[src/rtl/sar_pkg.sv]
// Shared definitions for the SAR conversion controller: state encoding,
// default geometry and a counter-width helper.
package sar_pkg;

    localparam int RESOLUTION_DEF    = 8;
    localparam int SAMPLE_CYCLES_DEF = 4;

    localparam logic [1:0] ST_IDLE    = 2'd0;
    localparam logic [1:0] ST_SAMPLE  = 2'd1;
    localparam logic [1:0] ST_CONVERT = 2'd2;
    localparam logic [1:0] ST_STORE   = 2'd3;

    typedef enum logic [1:0] {
        IDLE    = ST_IDLE,
        SAMPLE  = ST_SAMPLE,
        CONVERT = ST_CONVERT,
        STORE   = ST_STORE
    } state_t;

    // Bits needed to count 0..value-1; never less than one bit.
    function automatic int clog2(input int value);
        int w;
        w = 1;
        while ((1 << w) < value) begin
            w = w + 1;
        end
        return w;
    endfunction

endpackage

[src/rtl/sar_if.sv]
// Control/data bundle between the SAR controller, the analog front end and
// the sample FIFO write port.
interface sar_if
    import sar_pkg::*;
#(
    parameter int RESOLUTION = RESOLUTION_DEF
);
    logic                  en_i;
    logic                  start_i;
    logic                  cont_i;
    logic                  cmp_i;
    logic                  sample_o;
    logic [RESOLUTION-1:0] dac_code_o;
    logic                  busy_o;
    logic [RESOLUTION-1:0] wr_data_o;
    logic                  wr_en_o;
    logic                  full_i;
    logic                  overflow_o;
    logic                  clr_ovf_i;

    modport slave (
        input  en_i, start_i, cont_i, cmp_i, full_i, clr_ovf_i,
        output sample_o, dac_code_o, busy_o, wr_data_o, wr_en_o, overflow_o
    );

    modport master (
        output en_i, start_i, cont_i, cmp_i, full_i, clr_ovf_i,
        input  sample_o, dac_code_o, busy_o, wr_data_o, wr_en_o, overflow_o
    );
endinterface

[src/rtl/sar_bit_pointer.sv]
// One-hot marker of the bit currently being decided; loads at the MSB and
// walks towards bit 0, which flags the final decision cycle.
module sar_bit_pointer #(
    parameter int WIDTH = 8
) (
    input  logic             clk,
    input  logic             rst_n,
    input  logic             load,
    input  logic             shift,
    input  logic             clear,
    output logic [WIDTH-1:0] ptr,
    output logic             last
);
    logic [WIDTH-1:0] ptr_reg;

    always_ff @(posedge clk or negedge rst_n) begin
        if (!rst_n) begin
            ptr_reg <= '0;
        end else if (clear) begin
            ptr_reg <= '0;
        end else if (load) begin
            ptr_reg <= {1'b1, {(WIDTH-1){1'b0}}};
        end else if (shift) begin
            ptr_reg <= ptr_reg >> 1;
        end
    end

    assign ptr  = ptr_reg;
    assign last = ptr_reg[0];
endmodule

[src/rtl/sar_ctrl.sv]
// Successive-approximation sequencer: sample, binary search on the DAC code
// using comparator decisions, then hand the result to the FIFO write port.
module sar_ctrl
    import sar_pkg::*;
#(
    parameter int RESOLUTION    = RESOLUTION_DEF,
    parameter int SAMPLE_CYCLES = SAMPLE_CYCLES_DEF
) (
    input  logic clk,
    input  logic rst_n,
    sar_if.slave bus
);
    localparam int SCNT_W = clog2(SAMPLE_CYCLES);
    localparam logic [SCNT_W-1:0]     SCNT_LAST = SCNT_W'(SAMPLE_CYCLES - 1);
    localparam logic [RESOLUTION-1:0] MIDSCALE  = {1'b1, {(RESOLUTION-1){1'b0}}};

    state_t                state_reg, state_next;
    logic [SCNT_W-1:0]     scnt_reg, scnt_next;
    logic [RESOLUTION-1:0] code_reg, code_next;
    logic [RESOLUTION-1:0] data_reg, data_next;
    logic                  ovf_reg, ovf_next;
    logic                  wr_strobe;
    logic [RESOLUTION-1:0] decided;
    logic [RESOLUTION-1:0] ptr;
    logic                  ptr_last;
    logic                  ptr_load;
    logic                  ptr_shift;
    logic                  ptr_clear;

    sar_bit_pointer #(
        .WIDTH (RESOLUTION)
    ) u_bit_pointer (
        .clk   (clk),
        .rst_n (rst_n),
        .load  (ptr_load),
        .shift (ptr_shift),
        .clear (ptr_clear),
        .ptr   (ptr),
        .last  (ptr_last)
    );

    always_ff @(posedge clk or negedge rst_n) begin
        if (!rst_n) begin
            state_reg <= IDLE;
            scnt_reg  <= '0;
            code_reg  <= '0;
            data_reg  <= '0;
            ovf_reg   <= 1'b0;
        end else begin
            state_reg <= state_next;
            scnt_reg  <= scnt_next;
            code_reg  <= code_next;
            data_reg  <= data_next;
            ovf_reg   <= ovf_next;
        end
    end

    // The comparator judged the code now on the DAC; a 0 rejects the trial bit.
    assign decided = bus.cmp_i ? code_reg : (code_reg & ~ptr);

    always_comb begin
        state_next = state_reg;
        scnt_next  = scnt_reg;
        code_next  = code_reg;
        data_next  = data_reg;
        ovf_next   = ovf_reg;
        wr_strobe  = 1'b0;
        ptr_load   = 1'b0;
        ptr_shift  = 1'b0;
        ptr_clear  = 1'b0;

        // Clear first so that a drop in the same cycle wins.
        if (bus.clr_ovf_i) begin
            ovf_next = 1'b0;
        end

        case (state_reg)
            IDLE: begin
                code_next = '0;
                if (bus.en_i && (bus.start_i || bus.cont_i)) begin
                    state_next = SAMPLE;
                    scnt_next  = '0;
                end
            end
            SAMPLE: begin
                if (!bus.en_i) begin
                    state_next = IDLE;
                    scnt_next  = '0;
                end else if (scnt_reg == SCNT_LAST) begin
                    state_next = CONVERT;
                    scnt_next  = '0;
                    code_next  = MIDSCALE;
                    ptr_load   = 1'b1;
                end else begin
                    scnt_next = scnt_reg + SCNT_W'(1);
                end
            end
            CONVERT: begin
                if (!bus.en_i) begin
                    state_next = IDLE;
                    code_next  = '0;
                    ptr_clear  = 1'b1;
                end else begin
                    ptr_shift = 1'b1;
                    if (ptr_last) begin
                        state_next = STORE;
                        code_next  = decided;
                        data_next  = decided;
                    end else begin
                        code_next = decided | (ptr >> 1);
                    end
                end
            end
            STORE: begin
                code_next = '0;
                if (!bus.en_i) begin
                    state_next = IDLE;
                end else begin
                    if (bus.full_i) begin
                        ovf_next = 1'b1;
                    end else begin
                        wr_strobe = 1'b1;
                    end
                    state_next = bus.cont_i ? SAMPLE : IDLE;
                    scnt_next  = '0;
                end
            end
            default: begin
                state_next = IDLE;
            end
        endcase
    end

    assign bus.sample_o   = (state_reg == SAMPLE);
    assign bus.busy_o     = (state_reg != IDLE);
    assign bus.dac_code_o = code_reg;
    assign bus.wr_data_o  = data_reg;
    assign bus.wr_en_o    = wr_strobe;
    assign bus.overflow_o = ovf_reg;
endmodule

[src/flat_wrapper.sv]
// flat-port wrapper written by rule: the top's interface ports become plain ports
module sar_ctrl_flat import sar_pkg::*;
#(
    parameter int RESOLUTION    = RESOLUTION_DEF,
    parameter int SAMPLE_CYCLES = SAMPLE_CYCLES_DEF
)
  (clk, rst_n, bus_en_i, bus_start_i, bus_cont_i, bus_cmp_i, bus_full_i, bus_clr_ovf_i, bus_sample_o, bus_dac_code_o, bus_busy_o, bus_wr_data_o, bus_wr_en_o, bus_overflow_o);
  sar_if #(.RESOLUTION(RESOLUTION)) bus_i ();
  input  logic clk;
  input  logic rst_n;
  input wire logic [$bits(bus_i.en_i)-1:0] bus_en_i;
  input wire logic [$bits(bus_i.start_i)-1:0] bus_start_i;
  input wire logic [$bits(bus_i.cont_i)-1:0] bus_cont_i;
  input wire logic [$bits(bus_i.cmp_i)-1:0] bus_cmp_i;
  input wire logic [$bits(bus_i.full_i)-1:0] bus_full_i;
  input wire logic [$bits(bus_i.clr_ovf_i)-1:0] bus_clr_ovf_i;
  output wire logic [$bits(bus_i.sample_o)-1:0] bus_sample_o;
  output wire logic [$bits(bus_i.dac_code_o)-1:0] bus_dac_code_o;
  output wire logic [$bits(bus_i.busy_o)-1:0] bus_busy_o;
  output wire logic [$bits(bus_i.wr_data_o)-1:0] bus_wr_data_o;
  output wire logic [$bits(bus_i.wr_en_o)-1:0] bus_wr_en_o;
  output wire logic [$bits(bus_i.overflow_o)-1:0] bus_overflow_o;
  assign bus_i.en_i = bus_en_i;
  assign bus_i.start_i = bus_start_i;
  assign bus_i.cont_i = bus_cont_i;
  assign bus_i.cmp_i = bus_cmp_i;
  assign bus_i.full_i = bus_full_i;
  assign bus_i.clr_ovf_i = bus_clr_ovf_i;
  assign bus_sample_o = bus_i.sample_o;
  assign bus_dac_code_o = bus_i.dac_code_o;
  assign bus_busy_o = bus_i.busy_o;
  assign bus_wr_data_o = bus_i.wr_data_o;
  assign bus_wr_en_o = bus_i.wr_en_o;
  assign bus_overflow_o = bus_i.overflow_o;
  sar_ctrl #(.RESOLUTION(RESOLUTION), .SAMPLE_CYCLES(SAMPLE_CYCLES)) u_core (.clk(clk), .rst_n(rst_n), .bus(bus_i));
endmodule
[config.mk]
export PLATFORM = sky130hd
export DESIGN_NAME = sar_ctrl_flat
export DESIGN_NICKNAME = d
export VERILOG_FILES = /design/src/rtl/sar_pkg.sv /design/src/rtl/sar_if.sv /design/src/rtl/sar_bit_pointer.sv /design/src/rtl/sar_ctrl.sv /design/src/flat_wrapper.sv
export SDC_FILE = /design/constraint.sdc
export NUM_CORES = 1
export LEC_CHECK = 0
export ABC_AREA = 1
export CAP_MARGIN = 30
export CORE_ASPECT_RATIO = 2
export CORE_UTILIZATION = 45
export CTS_CLUSTER_SIZE = 8
export DETAILED_ROUTE_END_ITERATION = 16
export GPL_ROUTABILITY_DRIVEN = 0
export PLACE_DENSITY = 0.82
export SYNTH_ARGS = -nofsm -noshare
export SYNTH_HDL_FRONTEND = slang
export SYNTH_HIERARCHICAL = 1
export SYNTH_SLANG_ARGS = --single-unit
[constraint.sdc]
create_clock -name clk -period 2.55 [get_ports clk]
set_input_delay 0.765 -clock clk [delete_from_list [all_inputs] [get_ports clk]]
set_output_delay 0.765 -clock clk [all_outputs]
set_load 0.01 [all_outputs]
# Word-level counts from Yosys, hierarchy flattened
# Index checks and enable logic that the tools add are counted.
classes:
  addsub: 1
  n_mul: 0
  div: 0
  n_lt_le_gt_ge: 0
  n_eq_ne: 10
  shifts: 0
  muxes: 36
  bitwise_logic: 3
  n_reduce_logical: 11
op_table:
  columns: ["cell", "count"]
  rows:
  - ["$mux W8", 8]
  - ["$pmux W8 S3", 1]
  - ["$mux W2", 10]
  - ["$mux W1", 15]
  - ["$reduce_and A3 Y1", 3]
  - ["$and A8 B8 Y8", 1]
  - ["$not A8 Y8", 1]
  - ["$or A8 B7 Y8", 1]
  - ["$pmux W2 S4", 1]
  - ["$eq A2 B2 Y1 const B", 3]
  - ["$pmux W2 S3", 1]
  - ["$reduce_bool A3 Y1", 2]
  - ["$ne A2 B1 Y1 const B", 2]
  - ["$ne A2 B2 Y1 const B", 2]
  - ["$ne A3 B2 Y1 const B", 1]
  - ["$ne A3 B3 Y1 const B", 1]
  - ["$add A2 B1 Y2 const B", 1]
  - ["$eq A2 B1 Y1 const B", 1]
  - ["$logic_not A2 Y1", 1]
  - ["$reduce_and A2 Y1", 1]
  - ["$reduce_bool A2 Y1", 1]
  - ["$reduce_or A2 Y1", 1]
  - ["$logic_and A1 B1 Y1", 1]
  - ["$logic_or A1 B1 Y1", 1]
word_totals:
  reg_bits: 29
  latch_bits: 0
  ram_bits: 0
  romBits: 0
  in_bits: 8
  out_inout_bits: 20
  wordCells: 67
  n_memories: 0

# Logic depth before layout (Yosys ltp)
# Gate-level depths: netlist (run 1).
logic_depth:
  depth_word: 7
  mapped_depth: 9
  mapped_depth_nobuf: 8

# Cells and area by module
# The synthesis (run 1) kept the hierarchy.
modules_own_cells:
  columns: ["mod", "instances", "cells_each", "area_per_inst_um2"]
  rows:
  - ["sar_ctrl", 1, 145, 1157.4]
  - ["sar_bit_pointer", 1, 50, 389.1]

# Worst setup path before layout (run 1)
# Ideal clock, no wire load.
synth_timing:
  path_type: "input to output"
  startpoint: "in bus_en_i"
  endpoint: "out bus_wr_en_o"
  arrival_ps: 1095
  required_ps: 1785
  setup_slack_ps: 690
  stages: 3
  path_buffers: 1
  path_cell_list: "buf_6 -> nand2_1 -> nor2_1"
synth_via:
  elab_chain_cells: 2
synth_rtl:
  columns: ["item", "line_no", "text"]
  rows:
  - ["from (decl)", "flat_wrapper.sv:11", "input wire logic [$bits(bus_i.en_i)-1:0] bus_en_i;"]
  - ["$mux W1", "sar_ctrl.sv:116", "if (!bus.en_i) begin"]
  - ["$mux W1", "sar_ctrl.sv:77", "case (state_reg)"]
  - ["to (decl)", "flat_wrapper.sv:21", "output wire logic [$bits(bus_i.wr_en_o)-1:0] bus_wr_en_o;"]
# No other way between the ends.

# Final worst setup path (run 1)
layout_timing:
  startpoint: "reg u_core.state_reg[1]"
  endpoint: "out bus_sample_o"
layout_via:
  elab_chain_cells: 1
layout_rtl:
  columns: ["item", "line_no", "text"]
  rows:
  - ["from (decl)", "sar_ctrl.sv:17", "state_t state_reg, state_next;"]
  - ["from (signal assigned)", "sar_ctrl.sv:50", "state_reg <= state_next;"]
  - ["$eq A2 B1 Y1", "sar_ctrl.sv:134", "assign bus.sample_o = (state_reg == SAMPLE);"]
  - ["to (decl)", "flat_wrapper.sv:17", "output wire logic [$bits(bus_i.sample_o)-1:0] bus_sample_o;"]
# No other way between the ends.

==> results of run 1 <==
-- Yosys cell counts (2+ instances only) --
cell     number
nand2_1      56
dfrtp_1      29
inv_1        27
nor2_1       22
o21ai_0      22
ha_1          7
nand3_1       7
nand2_2       6
buf_6         3
o21ai_1       3
nand2_4       2
nor2_4        2
o21ai_2       2
-- worst min-delay path, stage by stage (launching register included) --
cell and delay, ps:
dfrtp_1 340, nand2_1 50, o21ai_0 60
-- routing by layer --
metal | wire length [um] | global-route usage [%] | share of wire [%]
met1 | 1130 | 19.3 | 38
met2 | 1650 | 34.2 | 56
met3 | 81 | 4.68 | 2.8
met4 | 76 | 11.1 | 2.6
met5 | 0 | 0 | 0
-- cell type report --
cell class	instances	share of cell area (%)
flip-flops and latches	29	37.2
well taps	31	1.99
clock inverters	1	1.54
repair buffers	30	14.9
multi-input cells	133	34.2
clock buffers	7	4.42
inverters	29	5.71
-- power groups by stage --
stage | Sequential, mW | Clock [mW] | Combinational [mW]
floorplan | 0.671 | 0 | 0.468
detailed placement | 0.687 | 0 | 0.663
finish | 0.679 | 0.492 | 0.667
global route | 0.698 | 0.518 | 0.780
CTS | 0.678 | 0.501 | 0.669
global placement | 0.684 | 0 | 0.647
-- timing repair --
| action | CTS | global route |
|---|---|---|
| resized for setup | 1 | 0 |
| buffers inserted | 0 | 0 |
| setup endpoints to repair | 1 | 0 |
-- how the worst min path moves through the flow --
| stage | from | endpoint | slack, ps |
|---|---|---|---|
| floorplan | u_core/scnt_reg[1] | u_core/scnt_reg[1] | 450 |
| detailed placement | u_core/bus.wr_data_o[5] | u_core/bus.wr_data_o[5] | 470 |
| finish | u_core/bus.wr_data_o[0] | u_core/bus.wr_data_o[0] | 480 |
| global placement | u_core/scnt_reg[1] | u_core/scnt_reg[1] | 460 |
| CTS | u_core/bus.wr_data_o[0] | u_core/bus.wr_data_o[0] | 490 |
| global route | u_core/bus.wr_data_o[0] | u_core/bus.wr_data_o[0] | 500 |
-- cells by family after synthesis --
group                      after synthesis
buffers and inverters                   33
AOI/OAI and AO/OA                       30
adders and majority gates                7
DFF                                     29
and+or+nand+nor                         96
==> results.py, run 1 <==
metrics = {
    "yosys": {
        "synth_top_area_share_pct": 46.9,
        "ys_ff_latch": 29,
        "avgSynthCellArea_sq_um": 7.93,
        "synth_adder_area_share_pct": 5.66,
        "synth_edf_count": 0,
        "synthXorXnorAreaFrac_pct": 0,
        "synthCells": 195,
        "ys_types": 20,
        "synthArstFlopShare_pct": 100,
        "synth.net_count": 210,
        "ys_top_cells_by_area": "dfrtp_1 47%, nand2_1 14%, o21ai_0 7.1%",
        "synth_top_family_by_area": "simple AND/OR/NAND/NOR gates",
        "synth-simple-area-share_pct": 26.9,
        "synth.area.mux_share_pct": 0,
        "yosysWarnings": 6,
        "synth_compound_area_share_pct": 10.6,
        "synth_area_sq_um": 1550,
        "synthFlopType": "dfrtp_1",
        "yosysTopAreaCell": "dfrtp_1",
        "yosysSeqAreaShare_pct": 46.9,
    },
    "setup_path": {
        "rr_startpoint": "u_core/state_reg[1]",
        "cp_slowest_cell": "clkdlybuf4s50_1",
        "worst_setup_path_end_kind": "output port",
        "cp.required_ps": 1790,
        "r2r-end": "u_core/state_reg[1]",
        "path_delay_family": "buffers and inverters",
        "critical_path.cell_chain": "inv_1 > ha_1 > clkdlybuf4s50_1",
        "crit_path_max_fanout": 5,
        "path_depth": 3,
        "startpoint_type": "flip-flop",
        "regToRegSetupSlack_ps": 1060,
        "slowest_delay_ps": 580,
        "crit_end": "bus_sample_o",
        "path_buf_inv": 2,
        "arrival_ps": 1710,
        "r2r_cells": 8,
        "critPathKind": "flip-flop to output port",
        "worstSetupStartpoint": "u_core/state_reg[1]",
    },
    "timing": {
        "hold_viol_final": 0,
        "finalCritPeriodShare_pct": 96.9,
        "fin_skew_ps": 3.74,
        "max_freq_mhz": 405,
        "slew_headroom_pct": 74.4,
        "setup_ws_ps": 79.2,
        "rsz0062_at_grt": "no",
        "worstMarginPinSlew_ps": 384,
        "finalCriticalPeriod_ps": 2470,
        "setup_tns_ps": 0,
        "whs_ps": 479,
        "maxSlewViolCount": 0,
        "setup_viol": 0,
    },
    "global_route": {
        "grt_pass1_vias": 1265,
        "antenna_found_initial": 0,
        "gr-usage-all-layers_pct": 19.2,
        "grt_max_degree": 30,
        "grt-ovfl-total": 0,
        "grt_pass1_wl_mm": 5.28,
    },
    "final_layout": {
        "utilization_pct": 60.4,
        "diodes": 0,
        "n_fill_cell": 270,
        "area_growth_pct": 26.2,
        "nNetsFinal": 243,
        "final_area_sq_um": 1950,
        "drive_above_1_share_pct": 10.9,
        "layout_common_cells": "56 x nand2_1, 29 x dfrtp_1, 27 x inv_1",
        "mostFrequentLayoutCell": "nand2_1",
        "regArea_sq_um": 726,
        "fin_cells": 260,
        "multi_input_area_sq_um": 668,
    },
    "outcome": {
        "violations": "DRC",
        "outcome": "complete, but fails checks",
    },
    "power": {
        "p_sw_share_pct": 36.7,
        "vdd_drop_max_mv": 0.881,
        "clockPowerShare_pct": 26.8,
        "finalPower_mw": 1.84,
        "pwr_density_cell_nw_per_um2": 942,
        "p_comb_share_pct": 36.3,
        "power.switching_uw": 675,
        "pwr-share-seq_pct": 36.9,
        "cellLeakagePower_nw": 1.04,
        "internal_power_mw": 1.16,
    },
    "detailed_routing": {
        "drt-initial-drc-count": 34,
        "drc": 4,
        "vias": 1269,
        "wirelength_mm": 2.94,
        "wl_per_cell_um": 11.3,
        "firstDrtPassIters": 10,
        "viasPerCell": 4.88,
        "ant_nets": 0,
    },
    "floorplanning": {
        "rows": 29,
        "fp.coreArea_sq_um": 3230,
        "start_util_pct": 47.9,
        "fp.dieH_um": 84.9,
        "die_width_um": 43.5,
        "dieArea_sq_um": 3690,
        "io_pins": 28,
    },
    "clock_network": {
        "cts_sinks": 29,
        "cts_buffer_depth": 2,
        "ctsHoldBuffers": 0,
        "numCtsBuffers": 5,
        "clkLatencyLatePin_ps": 280,
        "h-tree-depth": 2,
        "path_clk_slew_ps": 60,
        "cts_root_buffer": "clkbuf_8",
        "cts_tree": "yes",
    },
    "hold_path": {
        "min_delay_path_depth": 2,
        "hp-class": "flip-flop to flip-flop",
    },
    "placed_design": {
        "dp_slack_ps": -155,
        "dpl_cell_area_sq_um": 1840,
        "place_hpwl_mm": 2.17,
        "dpl.cell_count": 252,
        "numPortBuffers": 27,
    },
    "run": {
        "max_cap_viol_count": 0,
    },
}
Note: power is estimated with default switching activity, not from simulation.
==> run 2: changes to the inputs <==
--- a/config.mk
+++ b/config.mk
@@ -5,15 +5,17 @@
 export SDC_FILE = /design/constraint.sdc
 export NUM_CORES = 1
 export LEC_CHECK = 0
-export ABC_AREA = 1
+export ABC_AREA = 0
 export CAP_MARGIN = 30
 export CORE_ASPECT_RATIO = 2
 export CORE_UTILIZATION = 45
 export CTS_CLUSTER_SIZE = 8
 export DETAILED_ROUTE_END_ITERATION = 16
 export GPL_ROUTABILITY_DRIVEN = 0
-export PLACE_DENSITY = 0.82
+export GPL_TIMING_DRIVEN = 0
+export PLACE_DENSITY = 0.83
 export SYNTH_ARGS = -nofsm -noshare
 export SYNTH_HDL_FRONTEND = slang
 export SYNTH_HIERARCHICAL = 1
 export SYNTH_SLANG_ARGS = --single-unit
+export TNS_END_PERCENT = 50
==> run 2 against run 1 <==
Global-route usage rose by 0.68 points. Cell count shrank 17%. Register-to-register slack lost 520 ps. Worst setup slack improved by 19 ps. Die area shrank 5.5%. The flow now finishes without violations.
==> results.py, run 2 <==
metrics = {
    "outcome": {
        "outcome": "complete, no violations",
    },
    "power": {
        "cellLeakagePower_nw": 0.875,
        "pwr_density_cell_nw_per_um2": 761,
        "power.switching_uw": 438,
        "clockPowerShare_pct": 32.7,
        "internal_power_mw": 1.02,
        "pwr-share-seq_pct": 38.4,
        "p_comb_share_pct": 28.9,
        "vdd_drop_max_mv": 0.515,
        "p_sw_share_pct": 30.0,
    },
    "yosys": {
        "ys_types": 30,
        "synth.net_count": 164,
        "synth_most_common_cell": "dfrtp_1",
        "synthFlopType": "dfrtp_1",
        "synth_area_sq_um": 1460,
        "yosysTopAreaCell": "dfrtp_1",
        "synth_top_area_share_pct": 49.7,
        "yosysSeqAreaShare_pct": 49.7,
        "synth_edf_count": 0,
        "yosysWarnings": 6,
        "ys_ff_latch": 29,
        "synthArstFlopShare_pct": 100,
        "avgSynthCellArea_sq_um": 9.79,
        "ys_top_cells_by_area": "dfrtp_1 50%, o21ai_0 7.9%, mux2i_1 6.2%",
        "synthTopCellsByCount": "29 x dfrtp_1, 23 x o21ai_0, 19 x inv_1",
        "synthCells": 149,
    },
    "placed_design": {
        "dp_slack_ps": -483,
        "numPortBuffers": 27,
        "place_hpwl_mm": 2.25,
    },
    "setup_path": {
        "crit_path_max_fanout": 7,
        "cp.required_ps": 1790,
        "worst_setup_path_end_kind": "output port",
        "critPathKind": "flip-flop to output port",
        "arrival_ps": 1690,
        "startpoint_type": "flip-flop",
    },
    "clock_network": {
        "cts_tree": "yes",
        "h-tree-depth": 2,
        "path_clk_slew_ps": 60,
        "cts_sinks": 29,
        "ctsHoldBuffers": 0,
        "cts_resized": 6,
        "numCtsBuffers": 5,
        "post-cts-setup-buffer-count": 0,
        "cts_buffer_depth": 2,
        "clkLatencyLatePin_ps": 280,
        "cts_root_buffer": "clkbuf_8",
    },
    "run": {
        "max_cap_viol_count": 0,
    },
    "global_route": {
        "gr-usage-all-layers_pct": 19.9,
        "antenna_found_initial": 0,
        "grt_pass1_vias": 1169,
        "grt-ovfl-total": 0,
        "grt_pass1_wl_mm": 5.08,
        "grt-busiest-layer": "met2",
        "met2_usage_pct": 38.2,
        "gr-usage-met1_pct": 17.4,
        "grt_max_degree": 21,
        "grtUsageMet3_pct": 4.13,
    },
    "timing": {
        "finalCriticalPeriod_ps": 2450,
        "setup_viol": 0,
        "hold_viol_final": 0,
        "setup_tns_ps": 0,
        "worstMarginPinSlew_ps": 813,
        "finalCritPeriodShare_pct": 96.1,
        "fin_skew_ps": 2.99,
        "slew_headroom_pct": 45.8,
        "whs_ps": 482,
        "max_freq_mhz": 408,
        "setup_ws_ps": 98.4,
        "rsz0062_at_grt": "no",
        "maxSlewViolCount": 0,
    },
    "final_layout": {
        "multi_input_area_sq_um": 622,
        "area_growth_pct": 31.4,
        "n_fill_cell": 258,
        "regArea_sq_um": 726,
        "layout_common_cells": "29 x dfrtp_1, 25 x clkdlybuf4s50_1, 23 x o21ai_0",
        "nNetsFinal": 199,
        "drive_above_1_share_pct": 9.19,
        "mostFrequentLayoutCell": "dfrtp_1",
        "diodes": 0,
    },
    "floorplanning": {
        "dieArea_sq_um": 3490,
        "rows": 28,
        "io_pins": 28,
        "die_width_um": 42.3,
        "start_util_pct": 48.4,
        "fp.coreArea_sq_um": 3010,
        "fp.dieH_um": 82.5,
    },
    "detailed_routing": {
        "vias": 1185,
        "drc": 0,
        "drt-initial-drc-count": 30,
        "ant_nets": 0,
        "wl_per_cell_um": 14.2,
        "firstDrtPassIters": 4,
        "wirelength_mm": 3.06,
        "viasPerCell": 5.51,
    },
    "hold_path": {
        "hp-class": "flip-flop to flip-flop",
    },
}
## run 2: kinds of logic after synthesis
| logic type | Yosys count | share of synthesized area [%] |
|---|---|---|
| buffers and inverters | 25 | 7.63 |
| AO/OA/AOI/OAI | 40 | 17.1 |
| adder cells (fa/ha/maj) | 7 | 6.00 |
| multiplexers | 9 | 6.18 |
| AND/OR/NAND/NOR | 39 | 13.4 |
| flip-flops | 29 | 49.7 |
## run 2: cell type report
class,count,area share [%]
clock buffers,7,4.50
clock inverters,1,1.57
inverters,19,3.72
repair buffers,28,15.5
multi-input cells,95,32.4
flip-flops and latches,29,37.9
plain buffers,6,2.42
well taps,30,1.96
## run 2: power by group through the flow
stage | Clock, mW | Sequential (mW) | Combinational [mW]
after floorplan | 0 | 0.560 | 0.268
after global placement | 0 | 0.563 | 0.403
after detailed placement | 0 | 0.568 | 0.417
after CTS | 0.491 | 0.561 | 0.427
after global routing | 0.509 | 0.566 | 0.471
final | 0.477 | 0.560 | 0.422
## run 2: critical path, cell delays in order (launching register included)
cell,delay (ps)
dfrtp_1,400
inv_1,140
ha_1,290
clkdlybuf4s50_1,580
## run 2: per-stage QoR
stage / area (sq um) / cells / utilization [%] / total power, mW
3_5_place_dp: 1790 / 207 / 59.6 / 0.985
4_1_cts: 1920 / 215 / 63.6 / 1.48
2_1_floorplan: 1460 / 149 / - / 0.828
6_report: 1920 / 215 / 63.6 / 1.46
3_3_place_gp: 1770 / 206 / 58.6 / 0.966
5_1_grt: 1920 / 215 / 63.6 / 1.55
## run 2: path summary, 6_finish.rpt
kind	slack, ps	depth (start not counted)	endpoint	start
setup / recovery	100	3	bus_sample_o	u_core/state_reg[1]
max in group asynchronous	1240	2	u_core/bus.dac_code_o[4]	rst_n
setup reg to reg	540	6	u_core/bus.dac_code_o[0]	u_core/state_reg[1]
hold reg to reg	480	2	u_core/bus.wr_data_o[2]	u_core/bus.wr_data_o[2]
min in group asynchronous	840	1	u_core/state_reg[1]	rst_n
hold / removal	480	2	u_core/bus.wr_data_o[2]	u_core/bus.wr_data_o[2]
## run 2: routing by layer
layer | up-vias | part of all wire, %
met5 | - | 0
met4 | 0 | 2.4
met3 | 6 | 4.0
met2 | 35 | 58
met1 | 569 | 36
li1 | 575 | -
